### config.mk
export PLATFORM = sky130hd
export DESIGN_NAME = truth_table_sequencer
export DESIGN_NICKNAME = d
export VERILOG_FILES = /design/src/rtl/truth_table_sequencer.sv
export SDC_FILE = /design/constraint.sdc
export NUM_CORES = 1
export LEC_CHECK = 0
export CAP_MARGIN = 10
export CORE_ASPECT_RATIO = 2
export CORE_MARGIN = 1
export CORE_UTILIZATION = 51
export CTS_CLUSTER_DIAMETER = 200
export DETAILED_ROUTE_END_ITERATION = 12
export PLACE_DENSITY_LB_ADDON = 0.08
export SLEW_MARGIN = 10
export SYNTH_ARGS = -nofsm -noshare
export SYNTH_HDL_FRONTEND = slang
export SYNTH_SLANG_ARGS = --single-unit
### constraint.sdc
create_clock -name clk -period 4.2 [get_ports clk]
set_clock_uncertainty 0.2 [all_clocks]
set_input_delay 1.05 -clock clk [delete_from_list [all_inputs] [get_ports clk]]
set_output_delay 1.05 -clock clk [all_outputs]
set_load 0.01 [all_outputs]
### src/rtl/truth_table_sequencer.sv
// truth_table_sequencer: sweeps a single-output combinational block through all 2^N_IN
// input codes, captures its truth table and compares it with a golden table.
// Optional feature macro: SEQ_STOP_ON_FAIL_EN ends the sweep at the first mismatching code.
module truth_table_sequencer #(
  parameter int N_IN   = 4,
  parameter int SETTLE = 2
) (
  input  logic                   clk,
  input  logic                   rst_n,
  input  logic                   start,
  input  logic [(1<<N_IN)-1:0]   expected,
  output logic [N_IN-1:0]        dut_in,
  input  logic                   dut_f,
  output logic                   busy,
  output logic                   done,
  output logic                   pass,
  output logic [(1<<N_IN)-1:0]   table_out,
  output logic [N_IN:0]          mismatch_cnt,
  output logic [N_IN-1:0]        first_fail
);

  localparam int         N_VEC       = 1 << N_IN;
  localparam logic [3:0] SETTLE_LAST = 4'(SETTLE - 1);

  typedef enum logic [1:0] {IDLE, HOLD, CAPTURE, FINISH} state_e;

  state_e             state_q, state_d;
  logic [N_IN-1:0]    idx_q, idx_d;
  logic [3:0]         cnt_q, cnt_d;
  logic [N_VEC-1:0]   exp_q, exp_d;
  logic [N_VEC-1:0]   table_q, table_d;
  logic [N_IN:0]      mm_q, mm_d;
  logic [N_IN-1:0]    ff_q, ff_d;
  logic               pass_q, pass_d;
  logic               busy_q, busy_d;
  logic               miss;
  logic               last;
  logic               stop;

  assign miss = (dut_f != exp_q[idx_q]);
  assign last = &idx_q;

`ifdef SEQ_STOP_ON_FAIL_EN
  assign stop = last | miss;
`else
  assign stop = last;
`endif

  always_comb begin
    // NOTE: every next-state value is defaulted to its current value first, so no branch can infer a latch.
    state_d = state_q;
    idx_d   = idx_q;
    cnt_d   = cnt_q;
    exp_d   = exp_q;
    table_d = table_q;
    mm_d    = mm_q;
    ff_d    = ff_q;
    pass_d  = pass_q;
    busy_d  = busy_q;
    unique case (state_q)
      IDLE: begin
        if (start) begin
          exp_d   = expected;
          idx_d   = '0;
          cnt_d   = '0;
          table_d = '0;
          mm_d    = '0;
          ff_d    = '0;
          pass_d  = 1'b0;
          busy_d  = 1'b1;
          state_d = HOLD;
        end
      end
      HOLD: begin
        if (cnt_q == SETTLE_LAST) state_d = CAPTURE;
        else                      cnt_d   = cnt_q + 4'd1;
      end
      CAPTURE: begin
        table_d[idx_q] = dut_f;
        if (miss) begin
          mm_d = mm_q + (N_IN+1)'(1);
          if (mm_q == '0) ff_d = idx_q;
        end
        if (stop) begin
          // pass is settled here so it is already valid while done is high
          pass_d  = (mm_d == '0);
          state_d = FINISH;
        end else begin
          idx_d   = idx_q + N_IN'(1);
          cnt_d   = '0;
          state_d = HOLD;
        end
      end
      FINISH: begin
        busy_d  = 1'b0;
        state_d = IDLE;
      end
    endcase
  end

  always_ff @(posedge clk or negedge rst_n) begin
    // NOTE: sequential state uses non-blocking assignments so all flops update together at the edge.
    if (!rst_n) begin
      state_q <= IDLE;
      idx_q   <= '0;
      cnt_q   <= '0;
      exp_q   <= '0;
      table_q <= '0;
      mm_q    <= '0;
      ff_q    <= '0;
      pass_q  <= 1'b0;
      busy_q  <= 1'b0;
    end else begin
      state_q <= state_d;
      idx_q   <= idx_d;
      cnt_q   <= cnt_d;
      exp_q   <= exp_d;
      table_q <= table_d;
      mm_q    <= mm_d;
      ff_q    <= ff_d;
      pass_q  <= pass_d;
      busy_q  <= busy_d;
    end
  end

  assign dut_in       = idx_q;
  assign busy         = busy_q;
  assign done         = (state_q == FINISH);
  assign pass         = pass_q;
  assign table_out    = table_q;
  assign mismatch_cnt = mm_q;
  assign first_fail   = ff_q;

endmodule

==> impl_metrics.json <==
{
  "status": "finished, final reports clean",
  "fill_cells": 410,
  "pre_cts_ws_ns": 0.7501,
  "rsz0062_at_grt": "false",
  "hold_violations": 0,
  "synth_fa_ha_area_share_pct": 3.781,
  "cp_data_arrival_time_ns": 3.20,
  "io_buffers": 51,
  "antenna_cells": 0,
  "ff2ff_setup_slack_ns": 1.00,
  "startpoint": "dut_in[1]",
  "fin_util_pct": 66.64,
  "p_int_w": 0.001030,
  "globalplace.congestion": 0.7554,
  "initial_core_util_pct": 53.92,
  "synth_area_sq_um": 2648,
  "hp-start": "exp_q[9]",
  "finalSetupTns_ns": 0,
  "clk_latency_ns": 0.31,
  "crit_type": "flop to flop",
  "area_growth_pct": 23.58,
  "min_period_ns": 3.197,
  "seqPwrFrac_pct": 46.0,
  "async_flop_share_pct": 100.0,
  "cts_max_path_buffers": 2,
  "setup_viol": 0,
  "antenna_found_initial": 0,
  "drt.antenna.violating_nets": 0,
  "tightest_slew_ns": 0.9242,
  "rows": 36,
  "pwr-share-comb_pct": 37.3,
  "r2r_cells": 7,
  "fin_total_pwr_w": 0.001664,
  "wl_per_cell_microns": 14.89,
  "postSynthNetCount": 303,
  "endpoint_kind": "flop",
  "hold_class": "flop to flop",
  "required_ns": 4.21,
  "gr-total-overflow": 0,
  "post-cts-setup-buffers": 0,
  "start_kind": "flop",
  "synth_top_family_by_area": "simple AND/OR/NAND/NOR gates",
  "synthFlopType": "dfrtp_1",
  "drv_slew": 0,
  "die_h_microns": 103.9,
  "swShare_pct": 38.09,
  "cp_max_fo": 14,
  "wl_met1_microns": 2219,
  "final_layout_size_suffix_gt1_share_pct": 5.573,
  "core-area_sq_um": 4910,
  "postCtsResizedCells": 0,
  "timing.rr.end": "mismatch_cnt[4]",
  "power_leakage_nw": 1.438,
  "cts_inserted_buffers": 5,
  "finalWirelength_microns": 5657,
  "ys_ff_latch": 53,
  "io_pins": 52,
  "synth_edf_count": 0,
  "clk_pin_slew_ns": 0.09,
  "drtIter0Drc": 47,
  "dieArea_sq_um": 5501,
  "syn_inst": 275,
  "setup_ws_ns": 1.003,
  "met2_length_microns": 3177,
  "die_w_microns": 52.95,
  "endpoint": "mismatch_cnt[4]",
  "syn_avg_cell_area_sq_um": 9.627,
  "muxShareOfSynthArea_pct": 5.246,
  "synth_simple_gate_area_share_pct": 19.23,
  "drv_cap": 0,
  "cts_sinks": 53,
  "yosysUniqueCellTypes": 43,
  "vdd_drop_max_mv": 0.4061,
  "hold_buffers": 0,
  "path_cells": "mux2i_1 > mux4_2 > xnor2_2 > a211oi_4 > and4_4 > mux2_4 > a22o_1",
  "worstReg2RegStart": "dut_in[1]",
  "ys_seq_area_share_pct": 50.09,
  "synth_compound_area_share_pct": 16.30,
  "drc": 0,
  "power.switching_w": 0.0006338,
  "cts_tree": "done",
  "detailed_place_hpwl_microns": 4171,
  "power_per_cell_area_nw_per_um2": 508.5,
  "cts_root_buffer": "clkbuf_8",
  "cts-htree-levels": 2,
  "cp_slowest_cell": "dfrtp_1",
  "yosysWarnings": 0,
  "post-route-period-util_pct": 76.13,
  "grt_pass1_vias": 2034,
  "route.top_layer_used": "met4",
  "max_freq_mhz": 312.8,
  "num_vias": 2136,
  "wl_met3_microns": 180,
  "grt_pass1_wl_microns": 9453,
  "p_clk_share_pct": 16.7,
  "relSlewSlack_pct": 38.24,
  "grt_usage_pct": 22.92,
  "synthXorXnorAreaFrac_pct": 1.607,
  "first_pass_iters": 4,
  "fin_nets": 350,
  "grt_max_degree": 37,
  "vias_per_cell": 5.621,
  "cpPeakStageDelay_ns": 0.74
}
-- per-layer routing --
layer  global-route usage [%]  up-vias
li1                         -     1054
met1                    26.18     1031
met2                    40.87       45
met3                    4.532        6
met4                    6.767        0
met5                        0        -
-- power groups by stage --
stage	Clock, W	Combinational, W	Sequential [W]
after floorplan	0	0.000458	0.000731
after CTS	0.000286	0.000629	0.000769
final	0.000278	0.000620	0.000766
after global routing	0.000306	0.000703	0.000787
after global placement	0	0.000614	0.000778
after detailed placement	0	0.000626	0.000778
-- sequential cells by signal (all words and copies together) (netlist names) --
name          flops
mismatch_cnt      5
first_fail        4
busy              1
table_out        16
state_q           2
pass              1
exp_q            16
cnt_q             4
dut_in            4
-- kinds of logic after synthesis --
family	Yosys count
AO/OA/AOI/OAI	59
XOR/XNOR	4
adder cells (fa/ha/maj)	8
buffers and inverters	24
flip-flops	53
multiplexers	12
AND/OR/NAND/NOR	115
-- worst min-delay path by stage --
stage                            to  cells after the start
after global placement    exp_q[13]                      2
after global routing       exp_q[0]                      2
after detailed placement   exp_q[9]                      2
final                      exp_q[9]                      2
after CTS                  exp_q[9]                      2
after floorplan            exp_q[0]                      2
-- layout by cell type (no fill, tap or decap), types with 2 or more instances in the layout --
cell	count
clkdlybuf4s50_1	50
nor3_1	3
a211oi_1	2
ha_1	8
a22oi_1	2
buf_4	4
nand3_1	8
a21oi_1	2
o311ai_0	4
nor2b_1	5
o211ai_1	10
clkbuf_8	5
xor2_1	2
nor2_1	11
a22o_1	5
o41ai_1	4
o31ai_1	12
and2_1	4
nand2b_1	2
o21ai_0	14
nand2_1	73
clkinv_2	2
nand3b_1	2
mux2i_1	9
dfrtp_1	53
inv_1	8
-- per-stage QoR --
stage / area, sq um / hold WS, ns / cells
floorplan: 2648 / 0.2450 / 275
global route: 3272 / 0.3108 / 380
CTS: 3272 / 0.2826 / 380
detailed placement: 3189 / 0.2613 / 372
global placement: 3189 / 0.2574 / 372
finish: 3272 / 0.2779 / 380
-- synth_stat cells (2+ instances only) --
| cell type | instances | area, sq um |
|---|---|---|
| a22o_1 | 5 | 43.79 |
| and2_1 | 4 | 25.02 |
| buf_1 | 3 | 11.26 |
| inv_1 | 8 | 30.03 |
| mux2i_1 | 9 | 90.09 |
| nor2_1 | 11 | 41.29 |
| nor3_1 | 3 | 15.01 |
| o41ai_1 | 4 | 35.03 |
| nand2_1 | 73 | 274.0 |
| o211ai_1 | 10 | 75.07 |
| nor2b_1 | 5 | 31.28 |
| o31ai_1 | 12 | 90.09 |
| xor2_1 | 2 | 17.52 |
| o21ai_0 | 14 | 70.07 |
| nand3b_1 | 2 | 15.01 |
| ha_1 | 8 | 100.1 |
| dfrtp_1 | 53 | 1326 |
| clkbuf_1 | 10 | 37.54 |
| o311ai_0 | 4 | 35.03 |
| a211oi_1 | 2 | 15.01 |
| a22oi_1 | 2 | 15.01 |
| nand2b_1 | 2 | 12.51 |
| a21oi_1 | 2 | 10.01 |
| nand3_1 | 8 | 40.04 |
-- layout make-up --
class / count / area [sq um] / area share [%]
flip-flops and latches: 53 / 1326 / 40.54
clock inverters: 2 / 10.01 / 0.3059
inverters: 9 / 33.78 / 1.033
multi-input cells: 198 / 1222 / 37.36
repair buffers: 55 / 535.5 / 16.37
well taps: 57 / 71.32 / 2.180
clock buffers: 6 / 72.57 / 2.218
-- worst max-delay path: cells and delay by family, from the launching register on --
kind,cells,cell delay [ns]
multiplexers,3,1.03
AO/OA/AOI/OAI,2,0.64
flip-flops,1,0.74
AND/OR/NAND/NOR,1,0.31
XOR/XNOR,1,0.17
(Power assumes the default switching activity.)
